## src/rtl/lift_pkg.sv

```systemverilog
// Shared lift types: floor width, FSM state encoding and travel direction.
// Used by the controller, the floor selector, the bus interface and the floor timer.
package lift_pkg;

  localparam int unsigned FLOOR_W = 32;

  // Encodings are visible on current_state and must not change.
  typedef enum logic [2:0] {
    STATE_DOOR_OPEN  = 3'd1,
    STATE_DOOR_CLOSE = 3'd2,
    STATE_READY      = 3'd3,
    STATE_MOVE_UP    = 3'd4,
    STATE_MOVE_DOWN  = 3'd5
  } state_t;

  typedef enum logic {
    DIR_UP   = 1'b0,
    DIR_DOWN = 1'b1
  } dir_t;

endpackage

```

## src/rtl/lift_controller_if.sv

```systemverilog
// Request/timer/status bundle between the call logic, the floor timer and the lift controller.
// master: drives req_valid/req_floor/reached and observes status.
// slave : the controller; consumes requests and reached, drives current_state, pfloor,
//         nfloor, door_open and the pending bitmap.
interface lift_controller_if #(
  parameter int unsigned NUM_FLOORS = 8
);
  import lift_pkg::*;

  logic                  req_valid;
  logic [FLOOR_W-1:0]    req_floor;
  logic                  reached;
  logic [FLOOR_W-1:0]    current_state;
  logic [FLOOR_W-1:0]    pfloor;
  logic [FLOOR_W-1:0]    nfloor;
  logic                  door_open;
  logic [NUM_FLOORS-1:0] pending;

  modport master (
    output req_valid, req_floor, reached,
    input  current_state, pfloor, nfloor, door_open, pending
  );

  modport slave (
    input  req_valid, req_floor, reached,
    output current_state, pfloor, nfloor, door_open, pending
  );

endinterface

```

## src/rtl/lift_floor_select.sv

```systemverilog
// Combinational next-target picker.
// Inputs : pending (request bitmap), pfloor (present floor), dir (current travel direction).
// Outputs: found (some floor other than pfloor is pending), target (chosen floor),
//          new_dir (direction after the choice; flips when nothing lies ahead).
// Prefers the nearest pending floor ahead in dir, else the nearest one behind.
module lift_floor_select
  import lift_pkg::*;
#(
  parameter int unsigned NUM_FLOORS = 8
) (
  input  logic [NUM_FLOORS-1:0] pending,
  input  logic [FLOOR_W-1:0]    pfloor,
  input  dir_t                  dir,
  output logic                  found,
  output logic [FLOOR_W-1:0]    target,
  output dir_t                  new_dir
);

  logic               up_found;
  logic               dn_found;
  logic [FLOOR_W-1:0] up_target;
  logic [FLOOR_W-1:0] dn_target;

  // Ascending scan: first hit above pfloor is the nearest above, last hit below is nearest below.
  always_comb begin
    up_found  = 1'b0;
    dn_found  = 1'b0;
    up_target = '0;
    dn_target = '0;
    for (int unsigned i = 0; i < NUM_FLOORS; i++) begin
      if (pending[i] && (FLOOR_W'(i) > pfloor) && !up_found) begin
        up_found  = 1'b1;
        up_target = FLOOR_W'(i);
      end
      if (pending[i] && (FLOOR_W'(i) < pfloor)) begin
        dn_found  = 1'b1;
        dn_target = FLOOR_W'(i);
      end
    end
  end

  always_comb begin
    found   = up_found || dn_found;
    target  = '0;
    new_dir = dir;
    if (dir == DIR_UP) begin
      if (up_found) begin
        target = up_target;
      end else if (dn_found) begin
        target  = dn_target;
        new_dir = DIR_DOWN;
      end
    end else begin
      if (dn_found) begin
        target = dn_target;
      end else if (up_found) begin
        target  = up_target;
        new_dir = DIR_UP;
      end
    end
  end

endmodule

```

## src/rtl/lift_controller.sv

```systemverilog
// Main lift state machine: latches floor requests, picks the next target, commands the floor
// timer via current_state/nfloor, and sequences door open/close after each arrival.
// Ports: clk, rst (synchronous, active high), bus (lift_controller_if.slave):
//   req_valid/req_floor in, reached in, current_state/pfloor/nfloor/door_open/pending out.
// Optional feature macro LIFT_IDLE_HOME_EN: after IDLE_CYCLES idle cycles away from
// HOME_FLOOR the lift travels home and arrives with the door kept shut.
module lift_controller
  import lift_pkg::*;
#(
  parameter int unsigned NUM_FLOORS  = 8,
  parameter int unsigned DOOR_CYCLES = 4,
  parameter int unsigned IDLE_CYCLES = 16,
  parameter int unsigned HOME_FLOOR  = 0
) (
  input  logic           clk,
  input  logic           rst,
  lift_controller_if.slave bus
);

  localparam int unsigned IDX_W = (NUM_FLOORS > 1) ? $clog2(NUM_FLOORS) : 1;
  localparam logic [NUM_FLOORS-1:0] FLOOR_ONE = NUM_FLOORS'(1);

  state_t                state;
  dir_t                  dir;
  logic [FLOOR_W-1:0]    pfloor;
  logic [FLOOR_W-1:0]    nfloor;
  logic [FLOOR_W-1:0]    door_cnt;
  logic                  door_open;
  logic [NUM_FLOORS-1:0] pending;

  logic                  req_ok;
  logic                  door_hold;
  logic [NUM_FLOORS-1:0] set_mask;
  logic [NUM_FLOORS-1:0] pfloor_bit;
  logic [NUM_FLOORS-1:0] nfloor_bit;
  logic                  sel_found;
  logic [FLOOR_W-1:0]    sel_target;
  dir_t                  sel_dir;

  // Request decode; a call for the open-door floor extends the door instead of latching.
  always_comb begin
    req_ok     = bus.req_valid && (bus.req_floor < FLOOR_W'(NUM_FLOORS));
    door_hold  = req_ok && (state == STATE_DOOR_OPEN) && (bus.req_floor == pfloor);
    set_mask   = (req_ok && !door_hold) ? (FLOOR_ONE << bus.req_floor[IDX_W-1:0]) : '0;
    pfloor_bit = FLOOR_ONE << pfloor[IDX_W-1:0];
    nfloor_bit = FLOOR_ONE << nfloor[IDX_W-1:0];
  end

  lift_floor_select #(
    .NUM_FLOORS(NUM_FLOORS)
  ) u_floor_select (
    .pending (pending),
    .pfloor  (pfloor),
    .dir     (dir),
    .found   (sel_found),
    .target  (sel_target),
    .new_dir (sel_dir)
  );

`ifdef LIFT_IDLE_HOME_EN
  logic [FLOOR_W-1:0] idle_cnt;
  logic               home_move;
  logic               idle_run;
  logic               idle_go;

  // Idle time only accrues in an empty READY away from home with no request arriving.
  always_comb begin
    idle_run = (state == STATE_READY) && (pending == '0) &&
               (pfloor != FLOOR_W'(HOME_FLOOR)) && !req_ok;
    idle_go  = idle_run && (idle_cnt == FLOOR_W'(IDLE_CYCLES - 1));
  end

  always_ff @(posedge clk) begin
    if (rst) begin
      idle_cnt <= '0;
    end else if (idle_run && !idle_go) begin
      idle_cnt <= idle_cnt + FLOOR_W'(1);
    end else begin
      idle_cnt <= '0;
    end
  end
`else
  logic unused_cfg;
  assign unused_cfg = ^{IDLE_CYCLES, HOME_FLOOR};
`endif

  // Lift FSM; every output is a register updated here.
  always_ff @(posedge clk) begin
    if (rst) begin
      state     <= STATE_READY;
      dir       <= DIR_UP;
      pfloor    <= '0;
      nfloor    <= '0;
      door_cnt  <= '0;
      door_open <= 1'b0;
      pending   <= '0;
`ifdef LIFT_IDLE_HOME_EN
      home_move <= 1'b0;
`endif
    end else begin
      pending   <= pending | set_mask;
      door_open <= 1'b0;
      case (state)
        STATE_READY: begin
          if (pending == '0) begin
`ifdef LIFT_IDLE_HOME_EN
            if (idle_go) begin
              nfloor    <= FLOOR_W'(HOME_FLOOR);
              home_move <= 1'b1;
              if (FLOOR_W'(HOME_FLOOR) > pfloor) begin
                state <= STATE_MOVE_UP;
                dir   <= DIR_UP;
              end else begin
                state <= STATE_MOVE_DOWN;
                dir   <= DIR_DOWN;
              end
            end
`endif
          end else if ((pending & pfloor_bit) != '0) begin
            // Request for the floor we are already at: serve it with a door cycle.
            pending   <= (pending | set_mask) & ~pfloor_bit;
            door_cnt  <= FLOOR_W'(DOOR_CYCLES);
            door_open <= 1'b1;
            state     <= STATE_DOOR_OPEN;
          end else if (sel_found) begin
            nfloor <= sel_target;
            dir    <= sel_dir;
            state  <= (sel_target > pfloor) ? STATE_MOVE_UP : STATE_MOVE_DOWN;
          end
        end
        STATE_MOVE_UP, STATE_MOVE_DOWN: begin
          if (bus.reached) begin
            pfloor <= nfloor;
`ifdef LIFT_IDLE_HOME_EN
            if (home_move) begin
              home_move <= 1'b0;
              state     <= STATE_DOOR_CLOSE;
            end else
`endif
            begin
              // Arrival clear beats a same-cycle request for the same floor.
              pending   <= (pending | set_mask) & ~nfloor_bit;
              door_cnt  <= FLOOR_W'(DOOR_CYCLES);
              door_open <= 1'b1;
              state     <= STATE_DOOR_OPEN;
            end
          end
        end
        STATE_DOOR_OPEN: begin
          if (door_hold) begin
            door_cnt  <= FLOOR_W'(DOOR_CYCLES);
            door_open <= 1'b1;
          end else if (door_cnt <= FLOOR_W'(1)) begin
            door_cnt <= '0;
            state    <= STATE_DOOR_CLOSE;
          end else begin
            door_cnt  <= door_cnt - FLOOR_W'(1);
            door_open <= 1'b1;
          end
        end
        STATE_DOOR_CLOSE: begin
          state <= STATE_READY;
        end
        default: begin
          state <= STATE_READY;
        end
      endcase
    end
  end

  assign bus.current_state = FLOOR_W'(state);
  assign bus.pfloor        = pfloor;
  assign bus.nfloor        = nfloor;
  assign bus.door_open     = door_open;
  assign bus.pending       = pending;

endmodule

```

## src/flat_wrapper.sv

```systemverilog
// flat-port wrapper written by rule: the top's interface ports become plain ports
module lift_controller_flat import lift_pkg::*;
#(
  parameter int unsigned NUM_FLOORS  = 8,
  parameter int unsigned DOOR_CYCLES = 4,
  parameter int unsigned IDLE_CYCLES = 16,
  parameter int unsigned HOME_FLOOR  = 0
)
  (clk, rst, bus_req_valid, bus_req_floor, bus_reached, bus_current_state, bus_pfloor, bus_nfloor, bus_door_open, bus_pending);
  lift_controller_if #(.NUM_FLOORS(NUM_FLOORS)) bus_i ();
  input  logic clk;
  input  logic rst;
  input wire logic [$bits(bus_i.req_valid)-1:0] bus_req_valid;
  input wire logic [$bits(bus_i.req_floor)-1:0] bus_req_floor;
  input wire logic [$bits(bus_i.reached)-1:0] bus_reached;
  output wire logic [$bits(bus_i.current_state)-1:0] bus_current_state;
  output wire logic [$bits(bus_i.pfloor)-1:0] bus_pfloor;
  output wire logic [$bits(bus_i.nfloor)-1:0] bus_nfloor;
  output wire logic [$bits(bus_i.door_open)-1:0] bus_door_open;
  output wire logic [$bits(bus_i.pending)-1:0] bus_pending;
  assign bus_i.req_valid = bus_req_valid;
  assign bus_i.req_floor = bus_req_floor;
  assign bus_i.reached = bus_reached;
  assign bus_current_state = bus_i.current_state;
  assign bus_pfloor = bus_i.pfloor;
  assign bus_nfloor = bus_i.nfloor;
  assign bus_door_open = bus_i.door_open;
  assign bus_pending = bus_i.pending;
  lift_controller #(.NUM_FLOORS(NUM_FLOORS), .DOOR_CYCLES(DOOR_CYCLES), .IDLE_CYCLES(IDLE_CYCLES), .HOME_FLOOR(HOME_FLOOR)) u_core (.clk(clk), .rst(rst), .bus(bus_i));
endmodule
```

## config.mk

```make
export PLATFORM = sky130hd
export DESIGN_NAME = lift_controller_flat
export DESIGN_NICKNAME = d
export VERILOG_FILES = /design/src/rtl/lift_pkg.sv /design/src/rtl/lift_controller_if.sv /design/src/rtl/lift_floor_select.sv /design/src/rtl/lift_controller.sv /design/src/flat_wrapper.sv
export SDC_FILE = /design/constraint.sdc
export NUM_CORES = 1
export LEC_CHECK = 0
export ABC_AREA = 1
export CAP_MARGIN = 15
export CORE_ASPECT_RATIO = 0.9
export CORE_UTILIZATION = 30
export CTS_CLUSTER_DIAMETER = 60
export DETAILED_ROUTE_END_ITERATION = 10
export PLACE_DENSITY = 0.61
export RECOVER_POWER = 100
export SYNTH_ARGS = -nofsm -noshare
export SYNTH_HDL_FRONTEND = slang
export SYNTH_SLANG_ARGS = --single-unit
```

## constraint.sdc

```tcl
create_clock -name clk -period 3.9 [get_ports clk]
set_input_delay 0.39 -clock clk [delete_from_list [all_inputs] [get_ports clk]]
set_output_delay 0.39 -clock clk [all_outputs]
set_load 0.1 [all_outputs]
```

==> out/metrics.yaml, run 1 <==
sta:
  finalCriticalPeriod_ns: 3.143
  relSlewSlack_pct: 30.71
  skew_ns: 0.005390
  rsz0062_at_grt: "no"
  timing.fmax_ghz: 0.3181
  worst-slew-pin-transition_ns: 1.036
  period_share_pct: 80.60
  slew_viol_final: 0
  setup_tns_ns: 0
  finalSetupViolCount: 0
  finalHoldViolations: 0
die:
  pin_count: 141
  dieArea_um2: 15970
  die_h_um: 120.0
  rows: 42
  die_w_um: 133.1
  core_area_um2: 14920
  initial_core_util_pct: 31.09
placed_design:
  port_buffers: 53
  placed_cell_area_um2: 4977
  gp_congestion: 0.8463
  dp_hpwl_um: 9227
route:
  routed_wl_um: 11820
  ant_nets: 0
  drtIter0Drc: 326
  vias: 4566
  vias_per_cell: 4.468
  drc: 0
  wire_per_inst_um: 11.56
  first_pass_iters: 5
worst_setup_path:
  crit_path_start: "u_core.bus.pfloor[2]"
  r2r_start: "u_core.bus.pfloor[2]"
  critPathArrivalTime_ns: 3.37
  start_kind: "flop"
  crit_slowest_cell: "dfxtp_1"
  critPathKind: "flop to flop"
  max_stage_delay_ns: 0.66
  endpoint_kind: "flop"
  crit_chain: "inv_1, nand4_1, nand2_1, nor2_1, nand3_1, nand2_1, inv_4, nand2_4, nand2_4, a21oi_1"
  crit_fanout: 25
  cp.required_ns: 4.12
hold_path:
  hp-class: "flop to flop"
  min_from: "u_core.door_cnt[6]"
synth:
  yosys.area.top_type: "dfxtp_1"
  synth_top_cells_by_area: "dfxtp_1 (22%), buf_4 (14%), nand2_1 (13%)"
  synth_area_um2: 4639
  ys_types: 36
  ys_ff_latch: 51
  synthCells: 779
  synth_warnings: 0
  avgSynthCellArea_um2: 5.956
  synth_top_cell_area_share_pct: 22.01
  yosysSeqAreaShare_pct: 22.01
layout:
  fin_nets: 864
  num_antenna_cells: 0
  layout-drive-gt1-share_pct: 4.248
  syn_to_final_growth_pct: 9.709
  multi_input_area_um2: 2726
  fillers: 1652
  fin_area_um2: 5090
  fin_util_pct: 34.10
  ff_latch_area_um2: 1021
grt:
  grt_pass1_vias: 3824
  grt.overflow.total: 0
  grt_use_total_pct: 14.58
  grt_pass1_wl_um: 18730
  grt_start_max_net_pins: 26
  grt_antenna_before_repair: 0
power_and_ir_drop:
  p_per_area_nw_per_um2: 821.7
  peakVddDrop_mv: 0.3673
  p_leak_uw: 0.002579
cts:
  cts_buffer_depth: 2
  cts_tree: "built"
  clk_latency_ns: 0.29
  holdBufCountCts: 0
  post_cts_resized: 0
  root_buffer: "clkbuf_16"
  cts_buffers: 5
  post-cts-setup-buffers: 0
  cts_num_sinks: 51
  clkTransAtPathRegs_ns: 0.07
  htree_levels: 2
flow_run:
  cap_violations: 0
outcome:
  status: "completed"
==> where the power goes <==
part	switching, uW	internal [uW]
clock network	191	274
registers	119	626
logic	2150	826
==> flip-flops by register name, indices dropped and copies added (netlist names) <==
name                  count
u_core.bus.nfloor         3
u_core.dir                1
u_core.bus.pfloor         3
u_core.bus.pending        8
u_core.door_cnt          32
u_core.bus.door_open      1
u_core.state              3
==> cells in the mapped netlist, drive strengths merged <==
cell type / instances
a211oi: 1
a21oi: 33
a31oi: 3
and2: 4
buf: 101
clkbuf: 2
conb: 1
dfxtp: 51
ha: 5
inv: 107
nand2: 168
nand3: 89
nand3b: 2
nand4: 17
nor2: 144
nor3: 15
nor4: 5
o211ai: 1
o21ai: 23
o21bai: 3
xnor2: 3
xor2: 1
==> path summary, 6_finish.rpt <==
check	endpoint	slack, ns	cells after the start
hold / removal	u_core.door_cnt[6]	0.51	2
setup / recovery	u_core.door_cnt[24]	0.76	10
hold reg to reg	u_core.door_cnt[6]	0.51	2
setup reg to reg	u_core.door_cnt[24]	0.76	10
==> cell usage in the layout (no fill, tap or decap), types with 2 or more instances in the layout <==
cell type        synthesis  routed
clkbuf_16                0       5
a31oi_1                  3       3
o21bai_1                 3       3
xnor2_1                  3       3
nor4_1                   4       4
inv_1                   99     100
nand2_2                  3       2
nand2_4                  3       3
nand3b_1                 2       2
nor2_2                  13       8
nor2_1                 128     133
clkbuf_8                 0       2
conb_1                   1      87
dlygate4sd3_1            0      19
o21ai_1                  4       4
ha_1                     5       5
nor2_4                   3       3
nand4_1                 17      17
clkbuf_1                 2       2
nor3_1                  13      14
nand2_1                162     163
a21oi_1                 29      33
dfxtp_1                 51      51
inv_2                    7       6
nand3_2                  4       3
clkdlybuf4s50_1          0      34
and2_1                   4       4
nand3_1                 85      86
o21ai_0                 19      19
==> logic make-up (layout without fill, tap and decap cells) <==
logic type / Yosys count / count (layout) / synth area share, %
compound gates: 64 / 64 / 7.578
xor+xnor: 4 / 4 / 0.7553
fa+ha+maj: 5 / 5 / 1.348
buf+inv: 210 / 169 / 25.32
flops: 51 / 51 / 22.01
other cells: 1 / 87 / 0.08083
simple gates: 444 / 444 / 42.91
==> stage by stage <==
stage               hold slack [ns]  power [uW]  setup slack, ns  std cells
floorplan                    0.4714        3191           0.8310        865
global placement             0.4946        3692            1.147       1014
detailed placement           0.4948        3686           0.9841       1014
CTS                          0.5107        4178           0.9660       1022
global route                 0.5326        4581           0.4477       1022
finish                       0.5054        4182           0.7567       1022
==> layout make-up <==
type	count	share of cell area, %
tap	198	4.867
timing repair buffer	54	10.50
clock buffer	8	3.073
inverter	107	7.940
multi-input combinational	604	53.56
sequential	51	20.06
==> worst max-delay path, delay by kind of cell (launching register included) <==
family                 cells  cell delay [ns]
AOI/OAI and AO/OA          1             0.17
buffers and inverters      2             0.50
DFF                        1             0.66
and+or+nand+nor            7             1.73
==> per-layer routing <==
metal / vias up / global-route usage (%) / part of all wire (%)
met2: 180 / 21.40 / 42
met4: 0 / 4.023 / 1.2
met1: 2005 / 21.17 / 50
li1: 2370 / - / -
met3: 11 / 3.084 / 7.1
met5: - / 0 / 0
Note: power is estimated with default switching activity, not from simulation.
==> run 2, diff against run 1 <==
Settings changed: PLACE_DENSITY 0.61 to 0.63.
Clock period 3.9 ns to 2.52 ns, I/O delays scaled along.
==> out/metrics.yaml, run 2 (same netlist as run 1, synthesis figures left out) <==
outcome:
  status: "completed"
layout:
  multi_input_area_um2: 2841
  largest_reg_flops: 32
  num_antenna_cells: 0
  fin_util_pct: 35.78
  fin_area_um2: 5340
  fin_nets: 889
  regMostFlops: "u_core.door_cnt"
  fillers: 1701
  syn_to_final_growth_pct: 15.10
  ff_latch_area_um2: 1041
  layout-drive-gt1-share_pct: 12.49
  layout_common_cells: "nand2_1 (154), nor2_1 (126), inv_1 (97)"
  biggestRegsByFlops: "u_core.door_cnt: 32 flops, u_core.bus.pending: 8 flops"
  layout_commonest_cell: "nand2_1"
sta:
  finalCriticalPeriod_ns: 2.376
  period_share_pct: 94.29
  relSlewSlack_pct: 20.02
  slew_viol_final: 0
  finalSetupViolCount: 0
  setup_slack_ns: 0.1440
  rsz0062_at_grt: "yes"
  timing.fmax_ghz: 0.4209
  worst-slew-pin-transition_ns: 1.205
  skew_ns: 0.008735
  finalHoldViolations: 0
placed_design:
  dp_hpwl_um: 9545
  gp_congestion: 0.8525
  place_ws_ns: 0.09170
  placed_cell_area_um2: 5067
  port_buffers: 53
worst_setup_path:
  cp.required_ns: 2.71
  start_kind: "flop"
  crit_fanout: 6
  critPathArrivalTime_ns: 2.56
  critPathKind: "flop to flop"
  endpoint_kind: "flop"
flow_run:
  cap_violations: 0
die:
  die_h_um: 120.0
  die_w_um: 133.1
  core_area_um2: 14920
  dieArea_um2: 15970
  pin_count: 141
  rows: 42
  initial_core_util_pct: 31.09
grt:
  grt_pass1_wl_um: 19830
  grt_pass1_vias: 4101
  grt.overflow.total: 0
  grt_antenna_before_repair: 0
  grt_start_max_net_pins: 25
  grt_use_total_pct: 15.26
cts:
  cts_tree: "built"
  clk_latency_ns: 0.30
  root_buffer: "clkbuf_16"
  htree_levels: 2
  holdBufCountCts: 0
  cts_buffer_depth: 2
  clkTransAtPathRegs_ns: 0.07
  cts_num_sinks: 51
  cts_buffers: 5
route:
  wire_per_inst_um: 11.71
  vias: 4688
  routed_wl_um: 12260
  vias_per_cell: 4.478
  first_pass_iters: 5
  drc: 0
  ant_nets: 0
  drtIter0Drc: 307
power_and_ir_drop:
  peakVddDrop_mv: 0.5248
  p_per_area_nw_per_um2: 1208
  p_leak_uw: 0.002639
hold_path:
  hp-class: "flop to flop"
-- run 2: what timing repair did --
| action | 4_1_cts | 5_1_grt |
|---|---|---|
| buffers inserted | 0 | 13 |
| resized for setup | 0 | 28 |
| endpoints found under the setup margin | 0 | 1 |
-- run 2: power by group --
part / internal [uW] / switching (uW) / leakage (uW)
Clock: 424 / 325 / 0.0000761
Combinational: 1320 / 3220 / 0.00214
Sequential: 965 / 191 / 0.000418
-- run 2: critical path, stage by stage (launching register included) --
cell,delay [ns]
dfxtp_4,0.39
buf_6,0.14
o21ai_2,0.13
nand2_1,0.07
nor2_1,0.12
nand2_1,0.11
nand2_2,0.12
nand3_2,0.08
nand3_2,0.08
inv_2,0.05
ha_4,0.26
inv_2,0.03
o21bai_1,0.15
a21oi_1,0.09
a31oi_1,0.16
nand2_1,0.07
o21ai_1,0.13
nand3_1,0.08
-- run 2: layout make-up --
type	count	share of cell area (%)
inverter	107	7.615
multi-input combinational	604	53.21
clock buffer	7	2.858
tap	198	4.639
sequential	51	19.49
timing repair buffer	79	12.04
clock inverter	1	0.1406
-- run 2: through the flow --
stage          power (uW)  hold slack [ns]  setup TNS (ns)  cells
2_1_floorplan        4935           0.4291               0    865
3_3_place_gp         5685           0.4779               0   1026
3_5_place_dp         5699           0.4780               0   1026
4_1_cts              6470           0.4893               0   1034
5_1_grt              7138           0.5273        -0.04754   1047
6_report             6448           0.4875               0   1047
-- run 2: worst paths after layout --
path                               from                     to  slack (ns)  cells after the start
hold / removal    u_core.bus.pending[0]  u_core.bus.pending[0]        0.49                      2
setup / recovery   u_core.bus.pfloor[2]        u_core.state[0]        0.14                     17
setup reg to reg   u_core.bus.pfloor[2]        u_core.state[0]        0.14                     17
hold reg to reg   u_core.bus.pending[0]  u_core.bus.pending[0]        0.49                      2
-- run 2: routing by layer --
metal	global-route usage (%)	vias up	wire length (um)	part of all wire, %
met1	21.31	2079	6079	50
li1	-	2428	-	-
met4	4.813	0	246	2.0
met3	2.873	21	710	5.8
met2	23.46	160	5224	43
met5	0	-	0	0
==> variant 1 (settings of run 1) <==
Build with the macro `LIFT_IDLE_HOME_EN` defined.
--- a/src/rtl/lift_controller.sv
+++ b/src/rtl/lift_controller.sv
@@ -5,4 +5,6 @@
 // Optional feature macro LIFT_IDLE_HOME_EN: after IDLE_CYCLES idle cycles away from
 // HOME_FLOOR the lift travels home and arrives with the door kept shut.
+`define LIFT_IDLE_HOME_EN
+
 module lift_controller
   import lift_pkg::*;
Function: no difference found for any inputs over 4 cycles, from zero or initial values and one cycle with rst high; that may be too few to reach the edited logic, so the function may still have changed.
==> variant 1 against run 1 <==
Critical path depth unchanged. Clock skew grew 0.0054 ns. Sequential cell count up 33. Power up 21%. Area after synthesis increased by 33%. Worst setup slack lost 0.033 ns. Synthesized cell count grew 27%. Cell count up 27%. Wire length grew 27%. Clock power grew 91%. Via count increased by 29%. Design area increased by 35%.
==> variant 1: results (changes against run 1) <==
Outcome
  • Run status: completed (unchanged)

Setup path
  • Arrival @ worst endpoint: 3.45 ns (was 3.37 ns)
  • Top fanout value on the critical path: 26 (was 25)
  • Setup slack, reg-to-reg: 0.72 ns (was 0.76 ns)
  • Endpoint of the worst-slack reg-to-reg timing path: u_core.door_cnt[4] (was u_core.door_cnt[24])

Routing
  • Met1 Routed Length: 7.10 mm (was 5.90 mm)
  • DRC violation total after the first TritonRoute iteration: 449 (was 326)
  • Wire length per cell after detailed routing: 11.6 microns (about the same)
  • Met2 WL: 6.93 mm (was 4.94 mm)
  • Detail Route met3 WL: 785 microns (was 834 microns)

GRT
  • Global-route wire length before repair: 25.2 mm (was 18.7 mm)
  • GRT Util Overall: 14.6% (about the same)
  • GR Util met2: 23.3% (was 21.4%)
  • Maximum number of pins on one net before global-route repair: 27 (was 26)

Cells and area
  • Fraction of layout cells with a size suffix above 1: 3.73% (was 4.25%)
  • Registers with the most flip-flops: u_core.door_cnt x32, u_core.idle_cnt x32, u_core.bus.pending x8 (was u_core.door_cnt x32, u_core.bus.pending x8)
  • Net count reported at finish: 1082 (was 864)

Logic synthesis
  • Area share of xor/xnor cells in the synthesized design: 1.70% (was 0.755%)
  • Top area cells in the synthesized netlist: sky130_fd_sc_hd__dfxtp_1, sky130_fd_sc_hd__nand2_1, sky130_fd_sc_hd__buf_4 (was sky130_fd_sc_hd__dfxtp_1, sky130_fd_sc_hd__buf_4, sky130_fd_sc_hd__nand2_1)
  • Part of the Yosys area used for sequential elements: 27.3% (was 22.0%)
  • Post-synthesis adder-cell area fraction: 1.22% (was 1.35%)
  • Cell variety after synth: 43 (was 36)

Place
  • Placed cell area: 6590 sq um (was 4980 sq um)
  • Routability cong.: 0.909 (was 0.846)
  • Detailed placer's ending HPWL: 11.8 mm (was 9.23 mm)

Clock network
  • Number of clock buffers inserted by TritonCTS: 9 (was 5)
  • Number of H-tree branching levels: 3 (was 2)
  • Worst-Skew Late Latency: 0.35 ns (was 0.29 ns)

Min path
  • Endpoint of the worst hold-timing path: u_core.idle_cnt[0] (was u_core.door_cnt[6])
  • Worst hold path startpoint: u_core.idle_cnt[0] (was u_core.door_cnt[6])
  • Depth of the worst hold-timing path: 1 (was 2)

Power
  • Switching power: 2730 uW (was 2460 uW)
  • Sequential share of power: 22.4% (was 17.8%)
  • Clock share of power: 17.5% (was 11.1%)

Timing
  • Worst hold margin: 0.450 ns (was 0.505 ns)
  • Normalized max-slew margin: 27.5% (was 30.7%)
  • Worst Clk Skew: 0.0108 ns (was 0.00539 ns)
[variant 1: changes by cell type after synthesis, moves of 16 or more]
cell / change
sky130_fd_sc_hd__nand2_1: +45
sky130_fd_sc_hd__nor2_1: +45
sky130_fd_sc_hd__dfxtp_1: +33
sky130_fd_sc_hd__o21ai_0: +28
sky130_fd_sc_hd__a21oi_1: +17
sky130_fd_sc_hd__inv_1: +16
[variant 1: layout make-up]
type                    instances  area (sq um)
inverters                     120           455
well taps                     255           319
clock buffers                  11           243
repair buffers                 57           553
multi-input cells             768          3540
flip-flops and latches         84          1680
fillers                      2235         13200
clock inverters                 5          58.8
[variant 1: stage by stage]
stage | cells | setup slack, ns | power (uW)
after floorplan | 1077 | 0.910 | 3660
after global routing | 1300 | 0.421 | 5510
final | 1300 | 0.724 | 5070
after detailed placement | 1284 | 1.18 | 4190
after global placement | 1284 | 1.20 | 4180
after CTS | 1300 | 1.12 | 5090
==> variant 2 (settings of run 1) <==
Made on the original files. `FLOOR_W`: 32 -> 16.
--- a/src/rtl/lift_pkg.sv
+++ b/src/rtl/lift_pkg.sv
@@ -3,5 +3,5 @@
 package lift_pkg;
 
-  localparam int unsigned FLOOR_W = 32;
+  localparam int unsigned FLOOR_W = 16;
 
   // Encodings are visible on current_state and must not change.
Ports: changed (resized bus_current_state, bus_nfloor, bus_pfloor and bus_req_floor); port bits go from 141 to 77. The function was not compared with the original's and may differ.
==> variant 2 against run 1 <==
Clock power down 15%. Worst setup slack better by 0.46 ns. Global-route usage up 0.33 points. Highest routed layer unchanged. Wire length down 34%. Area after synthesis down 34%. Sequential cell count down 16. Utilization up 1.1 points. Synthesized cell count down 36%. First-iteration DRC count down 21%. Design area down 32%. Via count down 32%. Sequential power down 32%. Power down 30%.
==> variant 2: results (changes against run 1) <==
Cells and area
  • Fillcell total: 1071 (was 1652)
  • Finished Layout Cells: 660 (was 1022)
  • Fraction of layout cells with a size suffix above 1: 6.55% (was 4.25%)
  • Net count reported at finish: 558 (was 864)
  • Registers with the most flip-flops: u_core.door_cnt x16, u_core.bus.pending x8 (was u_core.door_cnt x32, u_core.bus.pending x8)

Timing
  • Tightest Pin Transition: 1.04 ns (about the same)
  • Worst Clk Skew: 0.00973 ns (was 0.00539 ns)

Power
  • Cell leakage power: 0.00175 uW (was 0.00258 uW)
  • Switching power: 1630 uW (was 2460 uW)
  • Largest vdd supply drop: 0.385 mV (was 0.367 mV)

Place
  • PortBufs: 37 (was 53)
  • Detailed placer's ending HPWL: 5.90 mm (was 9.23 mm)
  • Placed cell area: 3340 sq um (was 4980 sq um)
  • Routability cong.: 0.855 (was 0.846)
  • Setup WS pre-CTS: 1.27 ns (was 0.984 ns)
  • Placed cells: 652 (was 1014)

Setup path
  • Top fanout value on the critical path: 10 (was 25)
  • Critical path's largest stage delay: 0.60 ns (was 0.66 ns)
  • Arrival @ worst endpoint: 2.84 ns (was 3.37 ns)

Routing
  • DRC violation total after the first TritonRoute iteration: 258 (was 326)
  • Wire length reported by the detailed router: 7.84 mm (was 11.8 mm)
  • Total number of vias: 3092 (was 4566)

Logic synthesis
  • Part of the Yosys area used for sequential elements: 23.0% (was 22.0%)
  • Top area cells in the synthesized netlist: sky130_fd_sc_hd__dfxtp_1, sky130_fd_sc_hd__nand2_1, sky130_fd_sc_hd__buf_4 (was sky130_fd_sc_hd__dfxtp_1, sky130_fd_sc_hd__buf_4, sky130_fd_sc_hd__nand2_1)
  • Top cells by count, synth: sky130_fd_sc_hd__nand2_1, sky130_fd_sc_hd__nor2_1, sky130_fd_sc_hd__nand3_1 (was sky130_fd_sc_hd__nand2_1, sky130_fd_sc_hd__nor2_1, sky130_fd_sc_hd__inv_1)
  • Mean instance size in the synthesized netlist: 6.09 sq um (was 5.96 sq um)
  • Cell variety after synth: 35 (was 36)

Outcome
  • Run status: completed (unchanged)

GRT
  • GRT Util Overall: 14.9% (was 14.6%)
  • Global-route wire length before repair: 12.7 mm (was 18.7 mm)
  • Via count of the first global-routing pass: 2653 (was 3824)

Clock network
  • Clock root buffer master: sky130_fd_sc_hd__clkbuf_16 (unchanged)

Min path
  • Hold WC Path Type: reg -> reg (unchanged)
  • Worst hold path startpoint: u_core.door_cnt[1] (was u_core.door_cnt[6])
variant 2: cell count changes after synthesis, moves of 5 or more:
cell | run 1 | this run
sky130_fd_sc_hd__nor3_1 | 13 | 8
sky130_fd_sc_hd__dfxtp_1 | 51 | 35
sky130_fd_sc_hd__a21oi_2 | 4 | 9
sky130_fd_sc_hd__nand4_1 | 17 | 9
sky130_fd_sc_hd__nor2_2 | 13 | 3
sky130_fd_sc_hd__nand2_1 | 162 | 128
sky130_fd_sc_hd__inv_1 | 99 | 50
sky130_fd_sc_hd__nand3_1 | 85 | 56
sky130_fd_sc_hd__buf_4 | 89 | 41
sky130_fd_sc_hd__nand2_2 | 3 | 10
sky130_fd_sc_hd__nor2_1 | 128 | 65
variant 2: routing by layer:
layer  vias to the layer above  share of wire (%)  global-route usage, %
li1                       1581                  -                      -
met1                      1399                 49                   21.9
met2                       106                 44                   22.3
met3                         6                6.0                   2.15
met4                         0               0.88                   4.16
met5                         -                  0                      0
variant 2: cell families (layout without fill, tap and decap cells):
group	after synthesis	after routing	synth area share, %
and+or+nand+nor	289	289	42.2
buffers and inverters	107	102	19.6
AOI/OAI and AO/OA	55	55	10.4
DFF	35	35	23.0
xor gates and xnor gates	9	9	2.58
adders and majority gates	5	5	2.05
other	1	39	0.123
variant 2: layout make-up:
| class | count | share of cell area, % |
|---|---|---|
| Clock buffer | 6 | 3.74 |
| Sequential cell | 35 | 20.3 |
| Inverter | 56 | 6.17 |
| Multi-Input combinational cell | 397 | 53.9 |
| Timing Repair Buffer | 38 | 11.0 |
| Tap cell | 126 | 4.57 |
| Clock inverter | 2 | 0.363 |
variant 2: per-stage QoR:
step	power, uW	hold slack, ns	util [%]
2_1_floorplan	2330	0.457	-
3_3_place_gp	2510	0.473	34.2
3_5_place_dp	2540	0.477	34.2
4_1_cts	2940	0.484	35.6
5_1_grt	3250	0.508	35.2
6_report	2910	0.479	35.2
variant 2: power by group through the flow:
stage	Sequential [uW]	Combinational, uW	Clock, uW
floorplan	568	1760	0
global placement	508	2010	0
detailed placement	508	2030	0
CTS	502	2040	402
global route	514	2320	415
finish	503	2010	396
variant 2: worst reg2reg max path: cells and delay by family, from the launching register on:
kind | cells | cell delay, ns
DFF | 1 | 0.60
and+or+nand+nor | 13 | 1.33
AOI/OAI and AO/OA | 2 | 0.19
buffers and inverters | 3 | 0.14
adders and majority gates | 1 | 0.30
variant 2: final timing paths:
check                                     endpoint  slack (ns)
worst max-delay path               u_core.state[0]        1.22
worst min-delay path            u_core.door_cnt[1]        0.48
worst max register to register     u_core.state[0]        1.22
worst min register to register  u_core.door_cnt[1]        0.48
